$ cat src/rtl/stream_pkg.sv
// Shared types and constants for the streaming write engine.
package stream_pkg;

    localparam int unsigned ADDR_W         = 32;
    localparam int unsigned DATA_W         = 64;
    localparam int unsigned LINE_W         = 512;
    localparam int unsigned ID_W           = 16;
    localparam int unsigned COUNT_W        = 9;

    localparam int unsigned LINE_BYTES     = 64;
    localparam int unsigned WORDS_PER_LINE = 8;
    localparam int unsigned STRB_W         = DATA_W / 8;
    localparam int unsigned LINE_STRB_W    = LINE_W / 8;
    localparam int unsigned WORD_IDX_W     = 3;
    localparam int unsigned WORD_OFF_W     = 3;
    localparam int unsigned LINE_OFF_W     = 6;
    localparam int unsigned LINE_ADDR_W    = ADDR_W - LINE_OFF_W;

    localparam logic [2:0] AXI_SIZE_64B   = 3'b110;
    localparam logic [1:0] AXI_BURST_INCR = 2'b01;

    typedef enum logic [1:0] {
        OKAY   = 2'b00,
        EXOKAY = 2'b01,
        SLVERR = 2'b10,
        DECERR = 2'b11
    } axi_resp_e;

    typedef enum logic [2:0] {
        S_IDLE,
        S_FILL,
        S_AW,
        S_W,
        S_B,
        S_RESP
    } state_e;

endpackage

$ cat src/rtl/stream_write_if.sv
// Request, 64-bit W/B slave channel and 512-bit AXI4 write master bundle.
// The master modport is the write engine; slave is whatever surrounds it.
interface stream_write_if;
    import stream_pkg::*;

    logic [ADDR_W-1:0]      req_addr;
    logic [COUNT_W-1:0]     req_burst_count;
    logic                   req_val;
    logic                   req_rdy;

    logic [DATA_W-1:0]      s_axi_wdata;
    logic [STRB_W-1:0]      s_axi_wstrb;
    logic                   s_axi_wvalid;
    logic                   s_axi_wready;
    logic [1:0]             s_axi_bresp;
    logic                   s_axi_bvalid;
    logic                   s_axi_bready;

    logic [ID_W-1:0]        m_axi_awid;
    logic [ADDR_W-1:0]      m_axi_awaddr;
    logic [7:0]             m_axi_awlen;
    logic [2:0]             m_axi_awsize;
    logic [1:0]             m_axi_awburst;
    logic                   m_axi_awlock;
    logic [3:0]             m_axi_awcache;
    logic [2:0]             m_axi_awprot;
    logic [3:0]             m_axi_awqos;
    logic [3:0]             m_axi_awregion;
    logic                   m_axi_awvalid;
    logic                   m_axi_awready;
    logic [LINE_W-1:0]      m_axi_wdata;
    logic [LINE_STRB_W-1:0] m_axi_wstrb;
    logic                   m_axi_wlast;
    logic                   m_axi_wvalid;
    logic                   m_axi_wready;
    logic [ID_W-1:0]        m_axi_bid;
    logic [1:0]             m_axi_bresp;
    logic                   m_axi_bvalid;
    logic                   m_axi_bready;

    modport master (
        input  req_addr, req_burst_count, req_val,
        output req_rdy,
        input  s_axi_wdata, s_axi_wstrb, s_axi_wvalid, s_axi_bready,
        output s_axi_wready, s_axi_bresp, s_axi_bvalid,
        output m_axi_awid, m_axi_awaddr, m_axi_awlen, m_axi_awsize, m_axi_awburst,
        output m_axi_awlock, m_axi_awcache, m_axi_awprot, m_axi_awqos, m_axi_awregion,
        output m_axi_awvalid, m_axi_wdata, m_axi_wstrb, m_axi_wlast, m_axi_wvalid,
        output m_axi_bready,
        input  m_axi_awready, m_axi_wready, m_axi_bid, m_axi_bresp, m_axi_bvalid
    );

    modport slave (
        output req_addr, req_burst_count, req_val,
        input  req_rdy,
        output s_axi_wdata, s_axi_wstrb, s_axi_wvalid, s_axi_bready,
        input  s_axi_wready, s_axi_bresp, s_axi_bvalid,
        input  m_axi_awid, m_axi_awaddr, m_axi_awlen, m_axi_awsize, m_axi_awburst,
        input  m_axi_awlock, m_axi_awcache, m_axi_awprot, m_axi_awqos, m_axi_awregion,
        input  m_axi_awvalid, m_axi_wdata, m_axi_wstrb, m_axi_wlast, m_axi_wvalid,
        input  m_axi_bready,
        output m_axi_awready, m_axi_wready, m_axi_bid, m_axi_bresp, m_axi_bvalid
    );

endinterface

$ cat src/rtl/stream_write_line_buf.sv
// One 64-byte line being assembled: data words plus accumulated byte strobes.
module stream_write_line_buf
    import stream_pkg::*;
(
    input  logic                   clk,
    input  logic                   rst_n,
    input  logic                   clr_i,
    input  logic                   wr_i,
    input  logic [WORD_IDX_W-1:0]  slot_i,
    input  logic [DATA_W-1:0]      wdata_i,
    input  logic [STRB_W-1:0]      wstrb_i,
    output logic [LINE_W-1:0]      data_o,
    output logic [LINE_STRB_W-1:0] strb_o
);

    logic [LINE_W-1:0]      data_q;
    logic [LINE_STRB_W-1:0] strb_q;

    // Clear wipes the whole line; a write fills one word slot and its strobes.
    always_ff @(posedge clk or negedge rst_n) begin
        if (!rst_n) begin
            data_q <= '0;
            strb_q <= '0;
        end else if (clr_i) begin
            data_q <= '0;
            strb_q <= '0;
        end else if (wr_i) begin
            data_q[slot_i*DATA_W +: DATA_W] <= wdata_i;
            strb_q[slot_i*STRB_W +: STRB_W] <= wstrb_i;
        end
    end

    assign data_o = data_q;
    assign strb_o = strb_q;

endmodule

$ cat src/rtl/stream_write.sv
// Packs 64-bit store beats into 64-byte lines and writes each line as a
// single-beat AXI4 burst. Define STREAM_WRITE_WSTRB_EN to honour per-byte
// s_axi_wstrb; otherwise every accepted beat writes all eight bytes.
module stream_write
    import stream_pkg::*;
(
    input  logic           clk,
    input  logic           rst_n,
    stream_write_if.master bus
);

    state_e                  state_q, state_d;
    logic [LINE_ADDR_W-1:0]  line_addr_q, line_addr_d;
    logic [WORD_IDX_W-1:0]   k_q, k_d;
    logic [COUNT_W-1:0]      remain_q, remain_d;
    logic [1:0]              resp_q, resp_d;
    logic                    req_rdy_q, req_rdy_d;
    logic                    wready_q, wready_d;
    logic                    awvalid_q, awvalid_d;
    logic                    wvalid_q, wvalid_d;
    logic                    bready_q, bready_d;
    logic                    bvalid_q, bvalid_d;

    logic                    buf_clr_c;
    logic                    buf_wr_c;
    logic [STRB_W-1:0]       beat_strb_c;
    logic [LINE_W-1:0]       line_data;
    logic [LINE_STRB_W-1:0]  line_strb;
    logic                    unused_c;

`ifdef STREAM_WRITE_WSTRB_EN
    assign beat_strb_c = bus.s_axi_wstrb;
`else
    assign beat_strb_c = '1;
`endif

    assign unused_c = ^{bus.s_axi_wstrb, bus.m_axi_bid, bus.req_addr[WORD_OFF_W-1:0]};

    stream_write_line_buf u_line_buf (
        .clk     (clk),
        .rst_n   (rst_n),
        .clr_i   (buf_clr_c),
        .wr_i    (buf_wr_c),
        .slot_i  (k_q),
        .wdata_i (bus.s_axi_wdata),
        .wstrb_i (beat_strb_c),
        .data_o  (line_data),
        .strb_o  (line_strb)
    );

    // State, counters and registered handshake outputs.
    always_ff @(posedge clk or negedge rst_n) begin
        if (!rst_n) begin
            state_q     <= S_IDLE;
            line_addr_q <= '0;
            k_q         <= '0;
            remain_q    <= '0;
            resp_q      <= OKAY;
            req_rdy_q   <= 1'b1;
            wready_q    <= 1'b0;
            awvalid_q   <= 1'b0;
            wvalid_q    <= 1'b0;
            bready_q    <= 1'b0;
            bvalid_q    <= 1'b0;
        end else begin
            state_q     <= state_d;
            line_addr_q <= line_addr_d;
            k_q         <= k_d;
            remain_q    <= remain_d;
            resp_q      <= resp_d;
            req_rdy_q   <= req_rdy_d;
            wready_q    <= wready_d;
            awvalid_q   <= awvalid_d;
            wvalid_q    <= wvalid_d;
            bready_q    <= bready_d;
            bvalid_q    <= bvalid_d;
        end
    end

    // Next-state logic; handshake outputs are decoded from the next state.
    always_comb begin
        state_d     = state_q;
        line_addr_d = line_addr_q;
        k_d         = k_q;
        remain_d    = remain_q;
        resp_d      = resp_q;
        buf_clr_c   = 1'b0;
        buf_wr_c    = 1'b0;

        case (state_q)
            S_IDLE: begin
                if (bus.req_val && req_rdy_q) begin
                    line_addr_d = bus.req_addr[ADDR_W-1:LINE_OFF_W];
                    k_d         = bus.req_addr[LINE_OFF_W-1:WORD_OFF_W];
                    remain_d    = bus.req_burst_count;
                    resp_d      = OKAY;
                    state_d     = (bus.req_burst_count == '0) ? S_RESP : S_FILL;
                end
            end
            S_FILL: begin
                if (bus.s_axi_wvalid && wready_q) begin
                    buf_wr_c = 1'b1;
                    k_d      = k_q + WORD_IDX_W'(1);
                    remain_d = remain_q - COUNT_W'(1);
                    if ((k_q == WORD_IDX_W'(WORDS_PER_LINE - 1)) || (remain_q == COUNT_W'(1))) begin
                        state_d = S_AW;
                    end
                end
            end
            S_AW: begin
                if (bus.m_axi_awready && awvalid_q) begin
                    state_d = S_W;
                end
            end
            S_W: begin
                if (bus.m_axi_wready && wvalid_q) begin
                    state_d = S_B;
                end
            end
            S_B: begin
                if (bus.m_axi_bvalid && bready_q) begin
                    if (bus.m_axi_bresp > resp_q) begin
                        resp_d = bus.m_axi_bresp;
                    end
                    buf_clr_c = 1'b1;
                    if (remain_q != '0) begin
                        line_addr_d = line_addr_q + LINE_ADDR_W'(1);
                        k_d         = '0;
                        state_d     = S_FILL;
                    end else begin
                        state_d = S_RESP;
                    end
                end
            end
            S_RESP: begin
                if (bus.s_axi_bready && bvalid_q) begin
                    resp_d  = OKAY;
                    state_d = S_IDLE;
                end
            end
            default: begin
                state_d = S_IDLE;
            end
        endcase

        req_rdy_d = (state_d == S_IDLE);
        wready_d  = (state_d == S_FILL);
        awvalid_d = (state_d == S_AW);
        wvalid_d  = (state_d == S_W);
        bready_d  = (state_d == S_B);
        bvalid_d  = (state_d == S_RESP);
    end

    assign bus.req_rdy        = req_rdy_q;
    assign bus.s_axi_wready   = wready_q;
    assign bus.s_axi_bresp    = resp_q;
    assign bus.s_axi_bvalid   = bvalid_q;

    assign bus.m_axi_awid     = '0;
    assign bus.m_axi_awaddr   = {line_addr_q, {LINE_OFF_W{1'b0}}};
    assign bus.m_axi_awlen    = 8'd0;
    assign bus.m_axi_awsize   = AXI_SIZE_64B;
    assign bus.m_axi_awburst  = AXI_BURST_INCR;
    assign bus.m_axi_awlock   = 1'b0;
    assign bus.m_axi_awcache  = 4'd0;
    assign bus.m_axi_awprot   = 3'd0;
    assign bus.m_axi_awqos    = 4'd0;
    assign bus.m_axi_awregion = 4'd0;
    assign bus.m_axi_awvalid  = awvalid_q;

    assign bus.m_axi_wdata    = line_data;
    assign bus.m_axi_wstrb    = line_strb;
    assign bus.m_axi_wlast    = 1'b1;
    assign bus.m_axi_wvalid   = wvalid_q;
    assign bus.m_axi_bready   = bready_q;

endmodule

$ cat src/flat_wrapper.sv
// flat-port wrapper written by rule: the top's interface ports become plain ports
module stream_write_flat import stream_pkg::*;
  (clk, rst_n, bus_req_addr, bus_req_burst_count, bus_req_val, bus_req_rdy, bus_s_axi_wdata, bus_s_axi_wstrb, bus_s_axi_wvalid, bus_s_axi_bready, bus_s_axi_wready, bus_s_axi_bresp, bus_s_axi_bvalid, bus_m_axi_awid, bus_m_axi_awaddr, bus_m_axi_awlen, bus_m_axi_awsize, bus_m_axi_awburst, bus_m_axi_awlock, bus_m_axi_awcache, bus_m_axi_awprot, bus_m_axi_awqos, bus_m_axi_awregion, bus_m_axi_awvalid, bus_m_axi_wdata, bus_m_axi_wstrb, bus_m_axi_wlast, bus_m_axi_wvalid, bus_m_axi_bready, bus_m_axi_awready, bus_m_axi_wready, bus_m_axi_bid, bus_m_axi_bresp, bus_m_axi_bvalid);
  stream_write_if bus_i ();
  input  logic clk;
  input  logic rst_n;
  input wire logic [$bits(bus_i.req_addr)-1:0] bus_req_addr;
  input wire logic [$bits(bus_i.req_burst_count)-1:0] bus_req_burst_count;
  input wire logic [$bits(bus_i.req_val)-1:0] bus_req_val;
  output wire logic [$bits(bus_i.req_rdy)-1:0] bus_req_rdy;
  input wire logic [$bits(bus_i.s_axi_wdata)-1:0] bus_s_axi_wdata;
  input wire logic [$bits(bus_i.s_axi_wstrb)-1:0] bus_s_axi_wstrb;
  input wire logic [$bits(bus_i.s_axi_wvalid)-1:0] bus_s_axi_wvalid;
  input wire logic [$bits(bus_i.s_axi_bready)-1:0] bus_s_axi_bready;
  output wire logic [$bits(bus_i.s_axi_wready)-1:0] bus_s_axi_wready;
  output wire logic [$bits(bus_i.s_axi_bresp)-1:0] bus_s_axi_bresp;
  output wire logic [$bits(bus_i.s_axi_bvalid)-1:0] bus_s_axi_bvalid;
  output wire logic [$bits(bus_i.m_axi_awid)-1:0] bus_m_axi_awid;
  output wire logic [$bits(bus_i.m_axi_awaddr)-1:0] bus_m_axi_awaddr;
  output wire logic [$bits(bus_i.m_axi_awlen)-1:0] bus_m_axi_awlen;
  output wire logic [$bits(bus_i.m_axi_awsize)-1:0] bus_m_axi_awsize;
  output wire logic [$bits(bus_i.m_axi_awburst)-1:0] bus_m_axi_awburst;
  output wire logic [$bits(bus_i.m_axi_awlock)-1:0] bus_m_axi_awlock;
  output wire logic [$bits(bus_i.m_axi_awcache)-1:0] bus_m_axi_awcache;
  output wire logic [$bits(bus_i.m_axi_awprot)-1:0] bus_m_axi_awprot;
  output wire logic [$bits(bus_i.m_axi_awqos)-1:0] bus_m_axi_awqos;
  output wire logic [$bits(bus_i.m_axi_awregion)-1:0] bus_m_axi_awregion;
  output wire logic [$bits(bus_i.m_axi_awvalid)-1:0] bus_m_axi_awvalid;
  output wire logic [$bits(bus_i.m_axi_wdata)-1:0] bus_m_axi_wdata;
  output wire logic [$bits(bus_i.m_axi_wstrb)-1:0] bus_m_axi_wstrb;
  output wire logic [$bits(bus_i.m_axi_wlast)-1:0] bus_m_axi_wlast;
  output wire logic [$bits(bus_i.m_axi_wvalid)-1:0] bus_m_axi_wvalid;
  output wire logic [$bits(bus_i.m_axi_bready)-1:0] bus_m_axi_bready;
  input wire logic [$bits(bus_i.m_axi_awready)-1:0] bus_m_axi_awready;
  input wire logic [$bits(bus_i.m_axi_wready)-1:0] bus_m_axi_wready;
  input wire logic [$bits(bus_i.m_axi_bid)-1:0] bus_m_axi_bid;
  input wire logic [$bits(bus_i.m_axi_bresp)-1:0] bus_m_axi_bresp;
  input wire logic [$bits(bus_i.m_axi_bvalid)-1:0] bus_m_axi_bvalid;
  assign bus_i.req_addr = bus_req_addr;
  assign bus_i.req_burst_count = bus_req_burst_count;
  assign bus_i.req_val = bus_req_val;
  assign bus_req_rdy = bus_i.req_rdy;
  assign bus_i.s_axi_wdata = bus_s_axi_wdata;
  assign bus_i.s_axi_wstrb = bus_s_axi_wstrb;
  assign bus_i.s_axi_wvalid = bus_s_axi_wvalid;
  assign bus_i.s_axi_bready = bus_s_axi_bready;
  assign bus_s_axi_wready = bus_i.s_axi_wready;
  assign bus_s_axi_bresp = bus_i.s_axi_bresp;
  assign bus_s_axi_bvalid = bus_i.s_axi_bvalid;
  assign bus_m_axi_awid = bus_i.m_axi_awid;
  assign bus_m_axi_awaddr = bus_i.m_axi_awaddr;
  assign bus_m_axi_awlen = bus_i.m_axi_awlen;
  assign bus_m_axi_awsize = bus_i.m_axi_awsize;
  assign bus_m_axi_awburst = bus_i.m_axi_awburst;
  assign bus_m_axi_awlock = bus_i.m_axi_awlock;
  assign bus_m_axi_awcache = bus_i.m_axi_awcache;
  assign bus_m_axi_awprot = bus_i.m_axi_awprot;
  assign bus_m_axi_awqos = bus_i.m_axi_awqos;
  assign bus_m_axi_awregion = bus_i.m_axi_awregion;
  assign bus_m_axi_awvalid = bus_i.m_axi_awvalid;
  assign bus_m_axi_wdata = bus_i.m_axi_wdata;
  assign bus_m_axi_wstrb = bus_i.m_axi_wstrb;
  assign bus_m_axi_wlast = bus_i.m_axi_wlast;
  assign bus_m_axi_wvalid = bus_i.m_axi_wvalid;
  assign bus_m_axi_bready = bus_i.m_axi_bready;
  assign bus_i.m_axi_awready = bus_m_axi_awready;
  assign bus_i.m_axi_wready = bus_m_axi_wready;
  assign bus_i.m_axi_bid = bus_m_axi_bid;
  assign bus_i.m_axi_bresp = bus_m_axi_bresp;
  assign bus_i.m_axi_bvalid = bus_m_axi_bvalid;
  stream_write u_core (.clk(clk), .rst_n(rst_n), .bus(bus_i));
endmodule
$ cat config.mk
export PLATFORM = sky130hd
export DESIGN_NAME = stream_write_flat
export DESIGN_NICKNAME = d
export VERILOG_FILES = /design/src/rtl/stream_pkg.sv /design/src/rtl/stream_write_if.sv /design/src/rtl/stream_write_line_buf.sv /design/src/rtl/stream_write.sv /design/src/flat_wrapper.sv
export SDC_FILE = /design/constraint.sdc
export NUM_CORES = 1
export LEC_CHECK = 0
export BUFFER_PORTS_ARGS = -buffer_cell sky130_fd_sc_hd__buf_2
export CELL_PAD_IN_SITES_DETAIL_PLACEMENT = 0
export CELL_PAD_IN_SITES_GLOBAL_PLACEMENT = 1
export CORE_AREA = 2 2 308 310
export DETAILED_ROUTE_END_ITERATION = 6
export DIE_AREA = 0 0 310 312
export GPL_ROUTABILITY_DRIVEN = 0
export PLACE_DENSITY = 0.62
export SYNTH_ARGS = -nofsm -noshare
export SYNTH_HDL_FRONTEND = slang
export SYNTH_HIERARCHICAL = 1
export SYNTH_SLANG_ARGS = --single-unit
export TNS_END_PERCENT = 50
$ cat constraint.sdc
create_clock -name clk -period 2.3 [get_ports clk]
set_input_delay 0.115 -clock clk [delete_from_list [all_inputs] [get_ports clk]]
set_output_delay 0.115 -clock clk [all_outputs]
set_load 0.005 [all_outputs]
**Word-level counts from Yosys, hierarchy flattened**

Cells that the tools add are included.

- Shift operators: 4
- Muxes and demuxes: 37
- $add $sub $neg: 5
- Order comparisons: 1
- Reduce and logical (&&, ||, !) cells: 20
- Eq/ne operators: 18

Operators by type and width:

| operator | number |
|---|---|
| 2-to-1 mux 512 bit | 2 |
| bitwise mux 512 bit | 1 |
| variable shift 64 x 34 -> 512 bit (first input constant) | 1 |
| indexed part select 64 x 34 -> 512 bit | 1 |
| 2-to-1 mux 64 bit | 2 |
| 2-to-1 mux 26 bit | 3 |
| bitwise mux 64 bit | 1 |
| variable shift 8 x 34 -> 64 bit (first input constant) | 1 |
| indexed part select 8 x 34 -> 64 bit (first input constant) | 1 |
| case mux 26 bit (2 select lines) | 1 |
| 2-to-1 mux 3 bit | 13 |
| negation 6 -> 34 bit | 1 |
| negation 9 -> 34 bit | 1 |
| adder 26 x 1 -> 26 bit (second input constant) | 1 |
| 2-to-1 mux 9 bit | 2 |
| case mux 3 bit (6 select lines) | 1 |
| case mux 9 bit (2 select lines) | 1 |
| equality test 3 bit (second input constant) | 5 |
| equality test 3 x 2 -> 1 bit (second input constant) | 4 |
| != test 2 x 1 -> 1 bit (second input constant) | 6 |
| AND reduction 5 bit | 2 |
| equality test 9 x 1 -> 1 bit (second input constant) | 1 |
| logical NOT 9 bit | 1 |
| case mux 3 bit (3 select lines) | 1 |
| other kinds (15) | 31 |

- Output and inout bits: 662
- Input bits: 139
- Register bits: 625
- Logic and storage cells: 98

**Longest topological paths before layout**

- Word-level depth: 6
- Depth in mapped cells: 11
- Mapped depth without buffers: 7

**Hierarchy**

Netlist, hierarchy kept.

Modules (own cells, without submodules):

| module | times used | area each (um2) | cells an instance | seq. area each (um2) |
|---|---|---|---|---|
| stream_write_line_buf | 1 | 23,651.4 | 1,822 | 14,413.8 |
| stream_write | 1 | 3,379.5 | 410 | 1,227.4 |

**Worst setup path after synthesis**

Ideal clock, no wire load.

- Kind: register to register
- Start point: register u_core.k_q[0]
- End point: register u_core.u_line_buf.data_q[361] (netlist: u_core/u_line_buf/data_o[361])
- Buffers on the path: 3
- Setup time: 122 ps
- Stages on the path, launching flop included: 10
- Clock period less this slack: 2,499 ps
- Required time: 2,178 ps
- Arrival time: 2,378 ps
- Path slack: -199 ps
- Cells stage by stage: dfrtp_1 buf_2 inv_1 ha_1 ha_1 buf_4 nor4bb_1 a21oi_1 clkbuf_1 a32o_1

- Word-level cells in the longest chain between the ends: 5
- Elaborated cells between the ends (all ways): 6
- Those cells by class: add/sub (1); shift (2); mux (3)

Ends and longest elaborated chain:

| element | RTL line | RTL |
|---|---|---|
| from (decl) | stream_write.sv:14 | `logic [WORD_IDX_W-1:0] k_q, k_d;` |
| from (signal assigned) | stream_write.sv:68 | `k_q <= k_d;` |
| negation 9 -> 34 bit * | stream_write_line_buf.sv:28 | `data_q[slot_i*DATA_W +: DATA_W] <= wdata_i;` |
| indexed part select 64 x 34 -> 512 bit or variable shift 64 x 34 -> 512 bit (tied branches) | stream_write_line_buf.sv:28 |  |
| bitwise mux 512 bit * | stream_write_line_buf.sv:28 |  |
| 2-to-1 mux 512 bit * | stream_write_line_buf.sv:27 | `end else if (wr_i) begin` |
| 2-to-1 mux 512 bit * | stream_write_line_buf.sv:24 | `end else if (clr_i) begin` |
| to (signal, indexed assignment) | stream_write_line_buf.sv:28 |  |
| to (decl) | stream_write_line_buf.sv:16 | `logic [LINE_W-1:0] data_q;` |

Mark *: on every way between the ends. The rest lies on a longest branch, timed or not. The select of a mux whose other input is x is not followed.
A chain may end at the register's enable or synchronous reset.

**Worst setup path after layout**

- Start point: register u_core.k_q[0]
- End point: register u_core.u_line_buf.strb_q[61] (netlist: u_core/u_line_buf/strb_o[61])

- Word-level cells in the longest chain between the ends: 5
- Elaborated cells between the ends (all ways): 6
- Those cells by class: add/sub (1); shift (2); mux (3)

Ends and longest elaborated chain:

| element | RTL line | RTL |
|---|---|---|
| negation 6 -> 34 bit * | stream_write_line_buf.sv:29 | `strb_q[slot_i*STRB_W +: STRB_W] <= wstrb_i;` |
| indexed part select 8 x 34 -> 64 bit or variable shift 8 x 34 -> 64 bit (tied branches) | stream_write_line_buf.sv:29 |  |
| bitwise mux 64 bit * | stream_write_line_buf.sv:29 |  |
| 2-to-1 mux 64 bit * | stream_write_line_buf.sv:27 |  |
| 2-to-1 mux 64 bit * | stream_write_line_buf.sv:24 |  |
| to (signal, indexed assignment) | stream_write_line_buf.sv:29 |  |
| to (decl) | stream_write_line_buf.sv:17 | `logic [LINE_STRB_W-1:0] strb_q;` |

Marked as above.

==> results.yml <==
synth:
  synth-xor-area-share_pct: 0
  yosysMostFrequentCell: "dfrtp_1"
  async_flop_share_pct: 100.0
  synth_top_family_by_area: "simple AND/OR/NAND/NOR gates"
  syn_inst: 2232
  syn_area_mm2: 0.02703
  ys_warn_count: 6
  synth_common_cells: "dfrtp_1 (624), nand2b_1 (396), mux2i_1 (325)"
  ys_ff_latch: 625
  synthSimpleGateAreaFrac_pct: 13.37
  synth_flop_cell: "dfrtp_1"
  synth.area.top_cells: "dfrtp_1 (58%), mux2i_1 (12%), nand2b_1 (9.2%)"
  synthMuxAreaShare_pct: 12.20
  synth-compound-area-share_pct: 11.47
  synth_top_area_cell: "dfrtp_1"
  yosysSeqAreaShare_pct: 57.86
  syn_area_per_cell_um2: 12.11
  yosys.area_share.adder_pct: 0.5092
  ys_types: 58
  synth_top_cell_area_share_pct: 57.77
  synth-edff-count: 0
worst_setup_path:
  regToRegEndpoint: "u_core/u_line_buf/strb_o[61]"
  r2r_cells: 7
  cp-start-kind: "register"
  slowest_stage: "or4b_4"
  r2r-start: "u_core/k_q[0]"
  crit_required_ns: 2.87
  crit_chain: "inv_1 > ha_2 > ha_4 > or4b_4 > nor2_4 > buf_12 > a32o_1"
  crit_fanout: 37
  rrSetupSlack_ns: 0.1
  critical_path_class: "register to register"
  crit_path_end_kind: "register"
  cpPeakStageDelay_ns: 0.53
  arrival_ns: 2.78
sta:
  max_freq_ghz: 0.4543
  final.setup.tns_ns: 0
  tightestPinTransition_ns: 0.6785
  fin_crit_sh_pct: 95.70
  skew_ns: 0.01883
  hold_viol: 0
  setup_viol: 0
  rsz0062_at_grt: "true"
  slew_viol_final: 0
  slew-limit-headroom_pct: 54.66
  fin_crit_ns: 2.201
placement:
  dp_hpwl_um: 76110
  dp_cells: 4221
  place_area_mm2: 0.03323
  portBuffers: 721
clock_network:
  cts.clk_slew.worst_paths_ns: 0.06
  cts_buffer_depth: 3
  cts.sinks: 625
  htreeDepth: 3
  cts_root_buf: "clkbuf_16"
  clock_latency_ns: 0.64
  cts_buffers: 75
  cts_tree: "built"
hold_path:
  holdPathEnd: "u_core/bus.s_axi_bresp[1]"
  min_path_cells: 5
  hp-class: "input pin to register"
  hold_path.startpoint: "bus_s_axi_bready"
global_route:
  overflow: 0
  grt_max_degree: 82
  antenna_found_initial: 1
  grtUsageTotal_pct: 20.94
  grt_pass1_wl_um: 151300
  grt_pass1_vias: 22150
job:
  drv_cap: 0
floorplanning:
  boundaryPins: 801
  die_h_um: 312
  fp.coreArea_mm2: 0.09305
  fp.dieW_um: 310
  initial_core_util_pct: 29.05
  rows: 112
  dieArea_mm2: 0.09672
power_and_ir_drop:
  p_per_area_mw_per_mm2: 1182
  power.leakage_nw: 20.14
  peakVddDrop_mv: 0.4911
  fin_total_pwr_mw: 43.78
routing:
  vias: 21520
  wl_per_cell_um: 23.54
  firstDrtPassIters: 5
  ant_nets: 0
  wl_um: 105400
  drc: 0
  drtIter0Drc: 1314
  avgViaCountPerCell: 4.807
cells_and_area:
  final_nets: 3314
  final_area_mm2: 0.03703
  area_growth_pct: 36.99
  fin_util_pct: 39.80
  instances_no_fill: 4476
  layout-drive-gt1-share_pct: 32.13
run_status:
  status: "finished, final reports clean"
[through the flow]
step | setup WS (ns) | hold slack [ns]
6_report | 0.09889 | 0.1401
5_1_grt | -0.01354 | 0.1560
4_1_cts | 0.02027 | 0.0009746
3_5_place_dp | -0.09440 | 0.1040
3_3_place_gp | -0.1092 | 0.1016
2_1_floorplan | 0.0004385 | -0.1806
[registers in the layout (all words and copies together) (netlist names), 2 cells and up]
register	count
u_core/u_line_buf/data_o	512
u_core/u_line_buf/strb_o	64
u_core/line_addr_q	26
u_core/remain_q	9
u_core/k_q	3
u_core/state_q	3
u_core/bus.s_axi_bresp	2
[cells by family after synthesis]
kind of cell    count (synthesis)
compound gates                418
fa+ha+maj                      11
buf+inv                       240
flops                         625
mux                           329
other cells                     2
simple gates                  607
[layout by cell type (no fill, tap or decap), types with 10 or more instances in the layout]
master         Yosys  routed
clkbuf_1          98      12
a21oi_1           83      80
buf_4             62     101
nand4_1           12      12
buf_2             61     720
nor3_1            10      10
inv_1             15      14
o21ai_0           69      69
and3_1            13      12
clkinv_2           0      13
a2bb2oi_1         13      13
clkbuf_8           0      19
clkbuf_16          0      78
buf_12             0      51
nand3_1           63      62
a22o_1           169     169
nor2_1            38      35
dfrtp_1          624     623
conb_1             2      95
o22ai_1           13      13
dlygate4sd3_1      0     110
a32o_1            47      47
nand2_1           28      28
nand2b_1         396     392
mux2i_1          325     325
[where the power goes]
group          switching (mW)  internal, mW  leakage [nW]
registers                2.48          14.9          8.46
clock network            4.97          7.09          1.25
logic                    7.88          6.46          10.4
total                    15.3          28.4          20.1
[how the worst max path moves through the flow]
stage | start | end | slack [ns] | cells past startpoint
after floorplan | u_core/k_q[0] | u_core/u_line_buf/data_o[0] | 0.0004 | 10
after global placement | u_core/k_q[0] | u_core/u_line_buf/data_o[44] | -0.11 | 8
after detailed placement | u_core/state_q[1] | u_core/u_line_buf/data_o[36] | -0.09 | 9
after CTS | u_core/state_q[0] | u_core/u_line_buf/data_o[385] | 0.02 | 6
after global routing | u_core/state_q[0] | u_core/u_line_buf/strb_o[26] | -0.01 | 9
final | u_core/k_q[0] | u_core/u_line_buf/strb_o[61] | 0.1 | 7
[final cells by class]
class / instances / area (um^2)
multi-input cells: 1460 / 10650
inverters: 15 / 58.81
clock inverters: 27 / 309.0
well taps: 1254 / 1569
flip-flops and latches: 625 / 15640
clock buffers: 107 / 2208
repair buffers: 987 / 6591
diodes: 1 / 2.502
fillers: 9108 / 56020
[layer usage]
layer / share of wire, % / vias up / track usage, %
met2: 49 / 846 / 35.42
met4: 4.8 / 0 / 9.750
li1: - / 9610 / -
met1: 38 / 10850 / 24.30
met5: 0 / - / 0
met3: 7.9 / 216 / 6.144
[worst max-delay path: cells and delay by family, from the launching register on]
family / cells / cell delay [ns]
AOI/OAI and AO/OA: 1 / 0.20
adders and majority gates: 2 / 0.43
buffers and inverters: 2 / 0.34
DFF: 1 / 0.42
and+or+nand+nor: 2 / 0.72
[what timing repair did]
| item | 4_1_cts | 5_1_grt |
|---|---|---|
| setup endpoints to repair | 263 | 182 |
| pin swaps | 1 | 6 |
| setup buffers | 3 | 5 |
| cloned | 0 | 2 |
| hold buffers | 109 | 1 |
| endpoints found under the hold margin | 1082 | 5 |
| resized for setup | 7 | 8 |
(Power assumes the default switching activity.)
